[src/rtl/muldiv_unit.sv]
// Iterative 32-bit multiply/divide unit with HI/LO result registers.
// One shift-add or restoring shift-subtract step per cycle, then a sign-fix cycle.
module muldiv_unit (
  input  logic        clk,
  input  logic        rst,
  input  logic        start,
  input  logic [2:0]  op,
  input  logic [31:0] a,
  input  logic [31:0] b,
  output logic        busy,
  output logic        done,
  output logic [31:0] hi,
  output logic [31:0] lo
);

  typedef enum logic [1:0] {IDLE, CALC, FIX} state_t;

  state_t      state_q, state_d;
  logic [4:0]  cnt_q, cnt_d;
  logic [63:0] acc_q, acc_d;
  logic [31:0] opnd_q, opnd_d;
  logic [31:0] aorig_q, aorig_d;
  logic        div_q, div_d;
  logic        sa_q, sa_d;
  logic        sb_q, sb_d;
  logic        bz_q, bz_d;
  logic [31:0] hi_q, hi_d;
  logic [31:0] lo_q, lo_d;
  logic        done_q, done_d;

  function automatic logic [31:0] abs32(input logic signed [31:0] x);
    return x[31] ? -x : x;
  endfunction

  function automatic logic [31:0] neg32(input logic signed [31:0] x);
    return -x;
  endfunction

  function automatic logic [63:0] neg64(input logic signed [63:0] x);
    return -x;
  endfunction

  logic [31:0] a_mag, b_mag;
  assign a_mag = op[0] ? a : abs32(a);
  assign b_mag = op[0] ? b : abs32(b);

  // Multiply step: conditionally add multiplicand to the upper half, shift right.
  logic [32:0] mul_sum;
  logic [63:0] mul_step;
  assign mul_sum  = {1'b0, acc_q[63:32]} + (acc_q[0] ? {1'b0, opnd_q} : 33'd0);
  assign mul_step = {mul_sum, acc_q[31:1]};

  // Divide step: acc holds {remainder, dividend bits}; quotient bits enter at the bottom.
  logic [32:0] rem_sh;
  logic        rem_ge;
  logic [31:0] rem_sub;
  logic [63:0] div_step;
  assign rem_sh   = {acc_q[63:32], acc_q[31]};
  assign rem_ge   = rem_sh >= {1'b0, opnd_q};
  assign rem_sub  = rem_sh[31:0] - opnd_q;
  assign div_step = rem_ge ? {rem_sub, acc_q[30:0], 1'b1}
                           : {rem_sh[31:0], acc_q[30:0], 1'b0};

  logic [63:0] mul_fix;
  assign mul_fix = (sa_q ^ sb_q) ? neg64(acc_q) : acc_q;

  always_comb begin
    state_d = state_q;
    cnt_d   = cnt_q;
    acc_d   = acc_q;
    opnd_d  = opnd_q;
    aorig_d = aorig_q;
    div_d   = div_q;
    sa_d    = sa_q;
    sb_d    = sb_q;
    bz_d    = bz_q;
    hi_d    = hi_q;
    lo_d    = lo_q;
    done_d  = 1'b0;
    case (state_q)
      IDLE: begin
        if (start) begin
          if (!op[2]) begin
            div_d   = op[1];
            sa_d    = ~op[0] & a[31];
            sb_d    = ~op[0] & b[31];
            aorig_d = a;
            bz_d    = (b == 32'd0);
            cnt_d   = 5'd0;
            state_d = CALC;
            if (op[1]) begin
              acc_d  = {32'd0, a_mag};
              opnd_d = b_mag;
            end else begin
              acc_d  = {32'd0, b_mag};
              opnd_d = a_mag;
            end
          end else if (!op[1]) begin
            if (op[0]) lo_d = a;
            else       hi_d = a;
          end
        end
      end
      CALC: begin
        acc_d = div_q ? div_step : mul_step;
        cnt_d = cnt_q + 5'd1;
        if (cnt_q == 5'd31) state_d = FIX;
      end
      FIX: begin
        if (!div_q) begin
          hi_d = mul_fix[63:32];
          lo_d = mul_fix[31:0];
        end else if (bz_q) begin
          hi_d = aorig_q;
          lo_d = 32'hFFFF_FFFF;
        end else begin
          lo_d = (sa_q ^ sb_q) ? neg32(acc_q[31:0]) : acc_q[31:0];
          hi_d = sa_q ? neg32(acc_q[63:32]) : acc_q[63:32];
        end
        done_d  = 1'b1;
        state_d = IDLE;
      end
      default: state_d = IDLE;
    endcase
  end

  always_ff @(posedge clk) begin
    if (rst) begin
      state_q <= IDLE;
      cnt_q   <= 5'd0;
      hi_q    <= 32'd0;
      lo_q    <= 32'd0;
      done_q  <= 1'b0;
    end else begin
      state_q <= state_d;
      cnt_q   <= cnt_d;
      hi_q    <= hi_d;
      lo_q    <= lo_d;
      done_q  <= done_d;
    end
  end

  always_ff @(posedge clk) begin
    acc_q   <= acc_d;
    opnd_q  <= opnd_d;
    aorig_q <= aorig_d;
    div_q   <= div_d;
    sa_q    <= sa_d;
    sb_q    <= sb_d;
    bz_q    <= bz_d;
  end

  assign busy = (state_q != IDLE);
  assign done = done_q;
  assign hi   = hi_q;
  assign lo   = lo_q;

endmodule
[config.mk]
export PLATFORM = sky130hd
export DESIGN_NAME = muldiv_unit
export DESIGN_NICKNAME = d
export VERILOG_FILES = /design/src/rtl/muldiv_unit.sv
export SDC_FILE = /design/constraint.sdc
export NUM_CORES = 1
export LEC_CHECK = 0
export BUFFER_PORTS_ARGS = -buffer_cell sky130_fd_sc_hd__buf_2
export CELL_PAD_IN_SITES_DETAIL_PLACEMENT = 0
export CELL_PAD_IN_SITES_GLOBAL_PLACEMENT = 1
export CORE_MARGIN = 2
export CORE_UTILIZATION = 40
export CTS_CLUSTER_SIZE = 40
export DETAILED_ROUTE_END_ITERATION = 10
export GPL_ROUTABILITY_DRIVEN = 0
export PLACE_DENSITY_LB_ADDON = 0.1
export REMOVE_ABC_BUFFERS = 1
export SLEW_MARGIN = 20
export SYNTH_ARGS = -nofsm -noshare
export SYNTH_HDL_FRONTEND = slang
export SYNTH_SLANG_ARGS = --single-unit
[constraint.sdc]
create_clock -name clk -period 5.5 [get_ports clk]
set_clock_uncertainty 0.2 [all_clocks]
set_input_delay 0.55 -clock clk [delete_from_list [all_inputs] [get_ports clk]]
set_output_delay 0.55 -clock clk [all_outputs]
set_load 0.05 [all_outputs]
== Word level (Yosys, flattened, before mapping) ==
Index checks and enable logic that the tools add are counted.
Widths: inputs -> output; s select.

* Multiplexer cells: 37
* $lt $le $gt $ge: 1
* Add/subtract/negate cells: 8
* Bitwise operators: 5
* Equal/unequal tests: 10
* Reductions and logical operators: 10

{| class="wikitable"
|+ Operators with widths
! operator !! count
|-
| $mux 32 || 21
|-
| $mux 64 || 5
|-
| $neg 32->32 || 4
|-
| $pmux 32 s2 || 2
|-
| $pmux 64 s2 || 1
|-
| $neg 64->64 || 1
|-
| $add 32x32->33 || 1
|-
| $ge 33x32->1 || 1
|-
| $logic_not 32->1 || 1
|-
| $sub 32x32->32 || 1
|-
| $ne 2x2->1 const B || 7
|-
| $mux 5 || 2
|-
| $pmux 5 s2 || 1
|-
| $reduce_and 5->1 || 2
|-
| $reduce_and 3->1 || 3
|-
| $mux 2 || 3
|-
| $reduce_bool 2->1 || 3
|-
| $add 5x1->5 const B || 1
|-
| $eq 5x5->1 const B || 1
|-
| $pmux 2 s2 || 1
|-
| $and 1x1->1 || 2
|-
| $eq 2x1->1 const B || 1
|-
| $eq 2x2->1 const B || 1
|-
| $logic_not 2->1 || 1
|-
| other kinds (3) || 4
|}

* Output and inout port bits: 66
* Logic and storage cells: 83
* Input bits: 70
* Register bits after elaboration: 204

== Longest topological paths before layout ==
Gate-level depths: netlist of run 1.

* Depth after elaboration: 7
* Gate-level depth with buffers: 15
* Depth with buffers taken out: 13

== Least setup slack after synthesis of run 1 ==
OpenSTA, ideal clock, no wires.

* Kind: register to register
* Start point: register acc_q[0]
* End point: register acc_q[60] (data pin)
* Buffers on the path: 1
* Period minus slack after synthesis: 3.819 ns
* Cell stages (with the launch flop): 15
* Arrival time: 3.363 ns
* Slack: 1.681 ns
* Required time: 5.044 ns
* Library setup time: 0.256 ns
* Path through: edfxtp_1 -> inv_1 -> clkbuf_1 -> nor2_1 -> ha_1 -> o211ai_1 -> o21bai_1 -> a211oi_1 -> o41ai_2 -> o31ai_1 -> o41ai_1 -> a21boi_0 -> a21oi_1 -> xor2_1 -> o211a_1

* Word-level cells in the longest chain between the ends: 4

{| class="wikitable"
|+ Ends and longest elaborated chain
! what !! line !! RTL
|-
| start, declared || 20 || <nowiki>logic [63:0] acc_q, acc_d;</nowiki>
|-
| start signal, assigned || 144 || <nowiki>acc_q <= acc_d;</nowiki>
|-
| $mux 32 || 50 || <nowiki>assign mul_sum = {1'b0, acc_q[63:32]} + (acc_q[0] ? {1'b0, opnd_q} : 33'd0);</nowiki>
|-
| $add 32x32->33 || 50 ||
|-
| $mux 64 || 105 || <nowiki>acc_d = div_q ? div_step : mul_step;</nowiki>
|-
| $pmux 64 s2 || 80 || <nowiki>case (state_q)</nowiki>
|}

No other way between the ends.
A chain may end at the register's enable or synchronous reset.

== Final worst setup path of run 1 ==
Ends and elaborated chain as after synthesis.

==> results of run 1 <==
## kinds of logic (layout without fill, tap and decap cells)
group	Yosys count	count (layout)	share of synthesized area
adders and majority gates	72	72	0.05667
muxes	94	94	0.05861
xor gates and xnor gates	203	203	0.1100
DFF	204	204	0.3345
and+or+nand+nor	589	589	0.1663
buffers and inverters	184	268	0.04359
AOI/OAI and AO/OA	580	580	0.2303
## layer usage
| metal | part of all wire | routed length [um] |
|---|---|---|
| met4 | 0.029 | 1606 |
| met1 | 0.49 | 27020 |
| met3 | 0.048 | 2670 |
| met2 | 0.43 | 23920 |
| met5 | 0 | 0 |
## worst max-delay path by stage
stage | startpoint | endpoint | slack (ns) | cells past startpoint
after floorplan | acc_q[41] | acc_q[36] | 0.84 | 11
after global placement | acc_q[0] | acc_q[60] | 1.17 | 12
after detailed placement | acc_q[0] | acc_q[60] | 1.11 | 12
after CTS | acc_q[0] | acc_q[60] | 1.09 | 12
after global routing | acc_q[0] | acc_q[60] | 0.73 | 12
final | acc_q[0] | acc_q[60] | 1.15 | 12
## power breakdown
part           switching [mW]  internal (mW)
Sequential              0.130           1.75
Combinational           0.827          0.510
Clock                   0.675          0.982
Total                    1.63           3.24
## registers in the layout (all words and copies together), names as in the netlist
register	flops
acc_q	64
aorig_q	32
bz_q	1
cnt_q	5
div_q	1
done	1
hi	32
lo	32
opnd_q	32
sa_q	1
sb_q	1
state_q	2
## placed cells by master (no fill, tap or decap), types with 6 or more instances in the layout
cell type,netlist,final
a2111oi_0,9,9
a211oi_1,35,35
a21o_1,38,38
a21oi_1,189,189
a221oi_1,9,9
a31oi_1,9,9
and3_1,11,11
buf_2,5,135
buf_4,0,27
clkbuf_1,107,6
clkbuf_16,0,25
clkinv_2,0,7
dfxtp_1,72,72
edfxtp_1,132,132
ha_1,70,70
inv_1,59,57
mux2i_1,89,89
nand2_1,189,188
nand2b_1,20,19
nand3_1,28,28
nand4_1,10,10
nor2_1,215,213
nor2b_1,9,7
nor3_1,34,34
nor3b_1,6,6
nor4_1,12,12
o211ai_1,35,35
o21a_1,12,12
o21ai_0,115,115
o21bai_1,8,8
o221ai_1,36,36
o2bb2ai_1,9,9
o31ai_1,28,28
o41ai_1,14,14
or3_1,17,17
or4_1,10,10
xnor2_1,103,102
xor2_1,100,99
## Yosys cell counts (all sizes together) (15+ instances only)
cell type  count  area share
dfxtp         72       0.089
nand2b        20      0.0077
buf           16      0.0046
o221ai        36       0.020
or3           20      0.0087
o211ai        35       0.016
a21o          38       0.018
ha            70       0.054
xnor2        103       0.056
nand3         29      0.0093
nor3          36       0.012
inv           60       0.014
nor2         216       0.050
o31ai         28       0.013
o41ai         15      0.0086
clkbuf       107       0.025
a211oi        35       0.016
a21oi        189       0.059
o21ai        119       0.037
edfxtp       132        0.25
xor2         100       0.054
mux2i         89       0.055
nand2        189       0.044
## stage by stage
step	util	setup WS (ns)	total power [mW]	std cells
after floorplan	-	0.8390	2.823	1803
after global placement	0.4337	1.172	3.224	2490
after detailed placement	0.4337	1.114	3.227	2490
after CTS	0.4540	1.094	4.899	2535
after global routing	0.4540	0.7269	5.118	2535
final	0.4540	1.152	4.877	2535
## area by class of cell
class,count,share of cell area
Multi-Input combinational cell,1538,0.5588
Sequential cell,204,0.2990
Timing Repair Buffer,162,0.04858
Clock buffer,35,0.03890
Tap cell,525,0.03633
Inverter,61,0.01267
Clock inverter,10,0.005744
## critical path, stage by stage (launching register included)
cell and delay, ns:
edfxtp_1 0.49, inv_1 0.20, buf_4 0.36, nor2_1 0.09
ha_1 0.40, o211ai_1 0.17, o41ai_2 0.57, o31ai_1 0.25
o41ai_1 0.62, a21boi_0 0.24, a21oi_1 0.20, xor2_1 0.09
o211a_1 0.20
==> metrics.txt, run 1 <==
status finished, final reports clean; Fillers 4042; Post-Route WL 55220 um; Site Rows 73; share of post-route cells with drive strength above 1 0.1204; area of the core 39820 um^2; met2 Use GR 0.3945; HPWL after detailed placement 40890 um; final hold violations 0; CP Launch Type register; Mapped Cells 1926; Die Width 205 um; Die ar. 42030 um^2; worst r2r dst acc_q[60]; first-pass GRT wire length 84230 um; Resize count post-CTS 0; routing usage on met1 0.3830; clock-pin slew on the worst setup and hold paths 0.06 ns; vias in the first global route 14310; FFs w/ async S/R, synth 0; R2R depth 12; # port buffers 135; reg-to-reg setup timing slack 1.15 ns; total CTS buffers 25; GRT Overall Usage 0.2590; DRT antenna net count 0; Post-DP Area 17270 um^2; CTS tree done; clock tree buffer depth 3; fmax 230.0 MHz; Initial DRC Count 1335; max_cap viols 0; Tightest Hold Check Type input pin to register; distinct cell type count of the synthesized netlist 75; Setup TNS 0 ns; Worst-Skew Late Latency 0.54 ns; fin area 18080 um^2; # clock sinks 204; Pre-antenna DRT Iters 6; CP endpoint kind register; Final Max Tran Viols 0; fin nets 2134; Setup Fix Bufs, Post-CTS 0; H-tree level count 1; largest net degree at the start of global routing 89; Worst Hold End aorig_q[1]; Leak Pwr 7.170 nW; RSZ-0062 raised after global routing false; Chip Height 205 um; Synth Register Bits 204; period utilization 0.7905; syn_area_per_cell 8.391 um^2; Layout area overhead 11.87%; residual DRC count 0; GRT busiest layer met2; hold path startpoint a[1]; post-DR vias/cell 5.837; initial antenna violation count 0; Max Fanout on Critical Path 28; WS Path Type register to register; EDFF count, synth 132; I/O pin cnt 136; Antenna Cells 0; wire per inst 21.78 um; Multi-input gate area 10100 um^2; YS warnings 0; Seq/Total Area, Yosys 0.3345; final-report setup violation count 0; clk root buf clkbuf_16; cts hold-fix bufs 0; CP arrival 4.44 ns; Initial Utilization 0.4058; Reg2Reg Launch Point acc_q[0]; pwr dens 269.8 nW/um^2; total gr overflow 0; met3 GRT Util 0.02657; Reg area 5405 um^2; Slew headroom 0.2964; DR vias 14800; Req. time, crit path 5.59 ns; WHS 0.07359 ns; Least-Margin Pin Slew 1.055 ns; Synth Flop Type edfxtp_1; Post-Synthesis Cell Area 16160 um^2; Period minus WS final 4.348 ns; Hold Path Depth 1; Peak VDD IR 0.0001883 V
No activity file was read; power rests on OpenSTA's default activity.
==> run 2: changes to the inputs <==
==> constraint.sdc (replaced) <==
create_clock -name clk -period 3.5 [get_ports clk]
set_clock_uncertainty 0.2 [all_clocks]
set_input_delay 0.35 -clock clk [delete_from_list [all_inputs] [get_ports clk]]
set_output_delay 0.35 -clock clk [all_outputs]
set_load 0.05 [all_outputs]
==> metrics.txt, run 2 (synthesis gave the netlist of run 1 again) <==
HPWL after detailed placement 44520 um (+8.9%); Antenna Cells 0 (unchanged); area of the core 39820 um^2 (unchanged); CP endpoint kind register; Post-DP Area 18940 um^2 (+9.7%); DRT antenna net count 0 (unchanged); Chip Height 205 um (unchanged); Worst-Skew Late Latency 0.55 ns (about the same); Worst Hold End aorig_q[6]; Die ar. 42030 um^2 (unchanged); failing checks setup timing; clock-pin slew on the worst setup and hold paths 0.07 ns (about the same); WS Path Type register to register; status complete, but fails checks; worst r2r dst acc_q[59]; Reg2Reg Launch Point acc_q[0]; CP arrival 3.73 ns (-0.71 ns); leading cell type in the layout, fill and taps excluded buf_4; Peak VDD IR 0.0003846 V (+100%); Tot Pwr 8.629 mW (+77%); fin area 21100 um^2 (+17%); Max Fanout on Critical Path 6 (-79%); post-DR vias/cell 5.694 (-2.5%); R2R depth 15 (+3); wire per inst 21.56 um (-0.99%); RSZ-0062 raised after global routing true; pwr dens 408.9 nW/um^2 (+52%); clock tree buffer depth 3 (unchanged); # clock sinks 204 (unchanged); final hold violations 0 (unchanged); CP Launch Type register; Post-Route WL 60580 um (+9.7%); DR vias 15990 (+8.1%); Die Width 205 um (unchanged); Leak Pwr 8.730 nW (+22%); Least-Margin Pin Slew 0.9462 ns (-0.1093 ns); # port buffers 135 (unchanged); H-tree level count 1 (unchanged); Req. time, crit path 3.60 ns (-1.99 ns); Setup TNS -0.5218 ns (-0.5218 ns); GRT Overall Usage 0.2822 (+0.02326); most frequent cells in the layout 254 x buf_4, 203 x nor2_1, 185 x nand2_1, 178 x a21oi_1, 135 x buf_2; fin nets 2408 (+13%); clk root buf clkbuf_16; max_cap viols 0 (unchanged); Most flops, register acc_q; period utilization 1.037 (+0.2461); CTS tree done; Site Rows 73 (unchanged); Initial DRC Count 1113 (-17%); Final Max Tran Viols 0 (unchanged); largest net degree at the start of global routing 68 (-24%); reg-to-reg setup timing slack -0.13 ns (-1.28 ns); share of post-route cells with drive strength above 1 0.2535 (+0.1331); Slew headroom 0.3685 (+0.07214); residual DRC count 0 (unchanged); Period minus WS final 3.628 ns (-0.7195 ns); Pre-antenna DRT Iters 5 (-1); vias in the first global route 15600 (+9.0%); hold path startpoint a[6]; Tightest Hold Check Type input pin to register; Hold Path Depth 2 (+1); total gr overflow 0 (unchanged); Layout area overhead 30.57%; PnR worst setup slack -0.1282 ns (-1.280 ns); number of flip-flops in the largest register 64 (unchanged); I/O pin cnt 136 (unchanged); fmax 275.6 MHz (+20%); initial antenna violation count 1 (+1); first-pass GRT wire length 91540 um (+8.7%); final-report setup violation count 8 (+8); Initial Utilization 0.4058 (unchanged); total CTS buffers 25 (unchanged)
[run 2: cell types whose count changed in the layout (fill, tap and decap cells not counted), moves of 11 or more]
cell	previous run	this run
buf_4	27	254
a21oi_1	189	178
ha_1	70	58
dlygate4sd3_1	0	31
[run 2: final cells by class]
type                    instances  area [um^2]
inverters                      61        229.0
well taps                     525        656.9
fillers                      3848        18720
multi-input cells            1538        10760
clock inverters                16        215.2
flip-flops and latches        204         5405
clock buffers                  29        681.9
repair buffers                436         3153
[run 2: what timing repair did]
item                                    4_1_cts  5_1_grt
endpoints found under the setup margin       33       36
endpoints found under the hold margin        38        0
pin swaps                                    16       61
buffers inserted                              5       22
hold buffers                                 31        0
resized for setup                            36      116
gates cloned                                  0        2
[run 2: per-layer routing]
layer,routed length (um),track usage,up-vias
met2,27280,0.4470,471
met1,28620,0.4077,7736
met3,2843,0.02354,80
li1,-,-,7707
met4,1833,0.08582,0
met5,0,0,-
[run 2: metrics by stage]
| step | std cells | worst slack (ns) | utilization | hold slack [ns] |
|---|---|---|---|---|
| finish | 2809 | -0.1282 | 0.5299 | 0.03639 |
| global route | 2809 | -0.2555 | 0.5299 | 0.02686 |
| CTS | 2787 | -0.09592 | 0.5104 | 0.008980 |
| detailed placement | 2706 | -0.3986 | 0.4757 | 0.2393 |
| global placement | 2706 | -0.4485 | 0.4757 | 0.2340 |
| floorplan | 1803 | -1.161 | - | 0.2191 |
[run 2: critical path, stage by stage (launching register included)]
cell and delay (ns):
edfxtp_1 0.42, inv_2 0.11, buf_6 0.15, nor2_1 0.05, ha_1 0.33, and3_4 0.19
a221oi_2 0.06, buf_4 0.14, o31a_1 0.33, o21a_1 0.23, a21bo_2 0.25, a311oi_4 0.35
a21o_1 0.18, buf_4 0.11, a21oi_1 0.06, a31o_2 0.21
[run 2: worst max-delay path by stage]
stage                         start        end  slack (ns)
after floorplan           acc_q[41]  acc_q[36]       -1.16
after global placement         a[5]  acc_q[31]       -0.45
after detailed placement       a[5]  acc_q[31]       -0.40
after CTS                  acc_q[0]  acc_q[63]        -0.1
after global routing       acc_q[0]  acc_q[59]       -0.26
final                      acc_q[0]  acc_q[59]       -0.13
[run 2: where the power goes]
part / switching [mW] / internal (mW) / total, mW
registers: 0.115 / 2.75 / 2.87
logic: 1.63 / 1.24 / 2.87
clock network: 1.13 / 1.76 / 2.89
total: 2.87 / 5.76 / 8.63
